[config.mk]
export PLATFORM = sky130hd
export DESIGN_NAME = regfile_wb_arbiter
export DESIGN_NICKNAME = d
export VERILOG_FILES = /design/src/rtl/regfile_wb_arbiter.sv
export SDC_FILE = /design/constraint.sdc
export NUM_CORES = 1
export LEC_CHECK = 0
export ABC_AREA = 1
export ABC_CLOCK_PERIOD_IN_PS = 2200
export BUFFER_PORTS_ARGS = -buffer_cell sky130_fd_sc_hd__buf_4
export CAP_MARGIN = 20
export CORE_AREA = 5 5 128 130
export DETAILED_ROUTE_END_ITERATION = 8
export DIE_AREA = 0 0 133 135
export PLACE_DENSITY = 0.55
export SETUP_SLACK_MARGIN = 0.05
export SLEW_MARGIN = 5
export SYNTH_ARGS = -nofsm -noshare
export SYNTH_HDL_FRONTEND = slang
export SYNTH_SLANG_ARGS = --single-unit
[constraint.sdc]
create_clock -name clk -period 2.2 [get_ports clk]
set_input_delay 0.44 -clock clk [delete_from_list [all_inputs] [get_ports clk]]
set_output_delay 0.44 -clock clk [all_outputs]
set_load 0.01 [all_outputs]
[src/rtl/regfile_wb_arbiter.sv]
// Arbitrates NUM_REQ writeback sources onto the regfile's single write port.
// Define WB_ARB_RR_EN for round-robin priority; otherwise lowest index wins.
module regfile_wb_arbiter #(
    parameter int NUM_REQ = 3,
    parameter int DATA_W  = 32,
    parameter int CNT_W   = 16
) (
    input  logic                           clk,
    input  logic                           rst,
    input  logic                           hold,
    input  logic [NUM_REQ-1:0]             req_valid,
    input  logic [NUM_REQ-1:0][4:0]        req_dest,
    input  logic [NUM_REQ-1:0][DATA_W-1:0] req_data,
    output logic [NUM_REQ-1:0]             req_ready,
    output logic                           rf_load,
    output logic [4:0]                     rf_dest,
    output logic [DATA_W-1:0]              rf_in,
    output logic [31:0]                    pend_mask,
    output logic [CNT_W-1:0]               conflict_cnt
);

    localparam int PTR_W = $clog2(NUM_REQ);

    logic [NUM_REQ-1:0] elig_p0;
    logic [NUM_REQ-1:0] drop_p0;
    logic [PTR_W-1:0]   base_p0;
    logic [PTR_W-1:0]   gnt_idx_p0;
    logic               vld_p0;
    logic               multi_p0;

    // Eligible source nearest to base in circular scan order.
    function automatic logic [PTR_W-1:0] pick(input logic [NUM_REQ-1:0] e,
                                              input logic [PTR_W-1:0]   base);
        logic [PTR_W-1:0] g;
        int best;
        int d;
        g    = '0;
        best = NUM_REQ;
        for (int i = 0; i < NUM_REQ; i++) begin
            d = (i >= int'(base)) ? i - int'(base) : i + NUM_REQ - int'(base);
            if (e[i] && d < best) begin
                best = d;
                g    = PTR_W'(i);
            end
        end
        return g;
    endfunction

    function automatic logic [CNT_W-1:0] sat_inc(input logic [CNT_W-1:0] c);
        return (&c) ? c : c + CNT_W'(1);
    endfunction

`ifdef WB_ARB_RR_EN
    logic [PTR_W-1:0] ptr;

    always_ff @(posedge clk) begin
        if (rst)
            ptr <= '0;
        else if (vld_p0)
            ptr <= (gnt_idx_p0 == PTR_W'(NUM_REQ - 1)) ? '0 : gnt_idx_p0 + PTR_W'(1);
    end

    assign base_p0 = ptr;
`else
    assign base_p0 = '0;
`endif

    // p0: eligibility, grant selection and handshake
    always_comb begin
        for (int i = 0; i < NUM_REQ; i++) begin
            elig_p0[i] = req_valid[i] && (req_dest[i] != 5'd0);
            drop_p0[i] = req_valid[i] && (req_dest[i] == 5'd0);
        end
    end

    assign gnt_idx_p0 = pick(elig_p0, base_p0);
    assign vld_p0     = !rst && !hold && (|elig_p0);
    assign multi_p0   = |(elig_p0 & (elig_p0 - NUM_REQ'(1)));

    always_comb begin
        for (int i = 0; i < NUM_REQ; i++)
            req_ready[i] = !rst && !hold &&
                           (drop_p0[i] || (vld_p0 && gnt_idx_p0 == PTR_W'(i)));
    end

    always_comb begin
        pend_mask = '0;
        for (int i = 0; i < NUM_REQ; i++)
            if (elig_p0[i])
                pend_mask[req_dest[i]] = 1'b1;
        if (rf_load && rf_dest != 5'd0)
            pend_mask[rf_dest] = 1'b1;
    end

    // p1: registered write toward the regfile, contention counter
    always_ff @(posedge clk) begin
        if (rst) begin
            rf_load      <= 1'b0;
            rf_dest      <= '0;
            rf_in        <= '0;
            conflict_cnt <= '0;
        end else begin
            rf_load <= vld_p0;
            if (vld_p0) begin
                rf_dest <= req_dest[gnt_idx_p0];
                rf_in   <= req_data[gnt_idx_p0];
            end
            if (!hold && multi_p0)
                conflict_cnt <= sat_inc(conflict_cnt);
        end
    end

endmodule

==> results.md <==
- CP Capture Type: output pin
- Max Cap Viol: 0
- DRC Markers: 0
- Die Y: 135 um
- Fin cells: 1,112
- Per-cell routed wire length: 16.96 um
- Placer Congestion: 1.021
- Async set-reset flop share out of synthesis: 0%
- First DRT Iteration DRCs: 555
- Hold Crit Class: in2reg
- Fin Clk Skew: 0.002306 ns
- Max Slew Vio Count: 0
- Grt ovf: 0
- Total track usage: 20.05%
- Crit Path Max Fanout: 9
- Final Hold Viols: 0
- Mapped Avg Cell Area: 6.385 um2
- Worst-Skew Late Latency: 0.29 ns
- Minimum clock period: 2.101 ns
- Ys flop type: dfxtp_1
- Leading post-synthesis cells by cell area: dfxtp_1 (25%), nand2_1 (17%), nand3_1 (10%)
- Area delta synth->final: 50.98%
- Fill cell count: 1,606
- CTS Buffer Depth: 2
- Final instance area: 6633 um2
- Cells after synthesis: 688
- CP required: 1.76 ns
- Global-route wire length before repair: 29,160 um
- Cells after DPL: 1,100
- Post-synth EDFFs: 0
- I/O Pins: 206
- Num rows: 45
- Synth top area share: 24.61%
- VDD IR max: 0.2929 mV
- Die Area: 17,960 um2
- H-tree levels: 2
- CTS root buf: clkbuf_16
- Antenna cell count: 0
- Syn. warnings: 0
- Nets: 1,041
- CP Data Arrival Time: 1.66 ns
- Via density: 5.121
- Clock-pin slew on the worst setup and hold paths: 0.07 ns
- Setup repair after global routing missed its margin: true
- Startpoint types: primary input
- DRT Pass-1 Iters: 5
- Final wirelength: 18,860 um
- I/O Buffers: 204
- Post-Place Cell Area: 6396 um2
- Leak: 3.196 nW
- Synth area leader: dfxtp_1
- CP Class: in2out
- Clock Sink Count: 54
- Distinct cells, synth: 38
- DPL Wire Length: 14,920 um
- CTS buffer count: 5
- Share of post-route cells with drive strength above 1: 34.85%
- Vias post-DR: 5,694
- DRT antenna net count: 0
- Final TNS setup: 0 ns
- CTS tree: done
- P per Cell Area: 429.2 nW/um2
- Peak Freq: 0.4760 GHz
- Synthesized area: 4393 um2
- Register area share after synthesis: 24.61%
- Tcrit/Tclk final: 95.49%
- Synth top cells by count: nand2_1 (204), nand3_1 (92), inv_1 (61), dfxtp_1 (54), nor2_1 (42)
- Run status: complete, no violations
- Slew Limit Headroom: 67.06%
- Slew @ Worst Pin: 0.4904 ns
- Die width: 133 um
- Final Setup Violations: 0
- Flop and latch count out of synthesis: 54
- Largest net degree at the start of global routing: 39
- Antenna violations before repair: 0
- Initial Util: 29.22%
- Most common cell in the synthesized netlist: nand2_1
- Core area: 15,030 um2
- Syn nets: 806
- Vias in the first global route: 5,394
==> cell type report <==
type | count | area [um2] | area share (%)
Timing Repair Buffer | 262 | 2042 | 30.79
Multi-Input combinational cell | 532 | 2863 | 43.16
Tap cell | 188 | 235.2 | 3.547
Sequential cell | 54 | 1086 | 16.37
Clock inverter | 3 | 21.27 | 0.3207
Clock buffer | 5 | 125.1 | 1.886
Inverter | 68 | 260.3 | 3.924
==> critical path, stage by stage <==
cell and delay, ns:
buf_4 0.11, nor2_1 0.04, buf_4 0.14, nand3_4 0.09, nand2_4 0.08, inv_4 0.13
nand2_1 0.09, buf_4 0.13, o221ai_1 0.23, buf_4 0.18
==> path summary, 6_finish.rpt <==
path	depth (start not counted)	end	start	slack (ns)
setup reg to reg	7	conflict_cnt[0]	conflict_cnt[1]	0.45
hold reg to reg	2	rf_in[16]	rf_in[16]	0.47
setup / recovery	10	pend_mask[22]	req_dest[9]	0.1
hold / removal	3	rf_in[19]	req_data[83]	0.38
==> kinds of logic (layout without fill, tap and decap cells) <==
group                    after synthesis  count (layout)  share of synthesized area, %
XOR/XNOR                               7               7                         1.396
flip-flops                            54              54                         24.61
AO/OA/AOI/OAI                        130             130                         21.62
adder cells (fa/ha/maj)                1               1                        0.2848
AND/OR/NAND/NOR                      393             393                         40.59
buffers and inverters                102             338                         11.42
other                                  1               1                       0.08536
==> registers in the layout (all words and copies together), names as in the netlist <==
name          count
conflict_cnt     16
rf_dest           5
rf_in            32
rf_load           1
==> cell usage in the layout, fill, tap and decap left out, drive strengths merged, types with 19 or more instances in the layout <==
cell type,n
o211ai,39
nand2,213
a21oi,35
nand3,96
dfxtp,54
inv,68
buf,262
nor3,19
nor2,45
a22oi,19
==> where the power goes <==
| part | internal, W | leakage (nW) | switching [W] |
|---|---|---|---|
| combinational | 0.000445 | 2.68 | 0.000509 |
| clock | 0.000423 | 0.0698 | 0.000378 |
| sequential | 0.00105 | 0.445 | 0.0000459 |
| total | 0.00191 | 3.20 | 0.000933 |
==> routing by layer <==
metal	wire length, um	up-vias	GRT usage [%]
met5	0	-	0
met4	610	0	7.159
met3	1773	42	5.849
met2	8686	282	33.44
met1	7787	2526	24.63
li1	-	2844	-
==> repair_timing <==
action,4_1_cts,5_1_grt
hold buffers,0,0
endpoints found under the setup margin,8,27
buffers inserted,0,4
pin swaps,0,2
resized for setup,3,19
==> per-stage QoR <==
stage	hold WS, ns	utilization (%)	total power (W)	worst slack [ns]
after floorplan	0.4842	-	0.001547	0.2769
after global placement	0.4541	42.55	0.002052	0.03408
after detailed placement	0.4596	42.55	0.002048	0.03381
after CTS	0.3710	43.55	0.002861	0.03450
after global routing	0.3789	44.12	0.002995	0.03245
final	0.3789	44.12	0.002847	0.09920
Power figures use the tool's default switching activity.
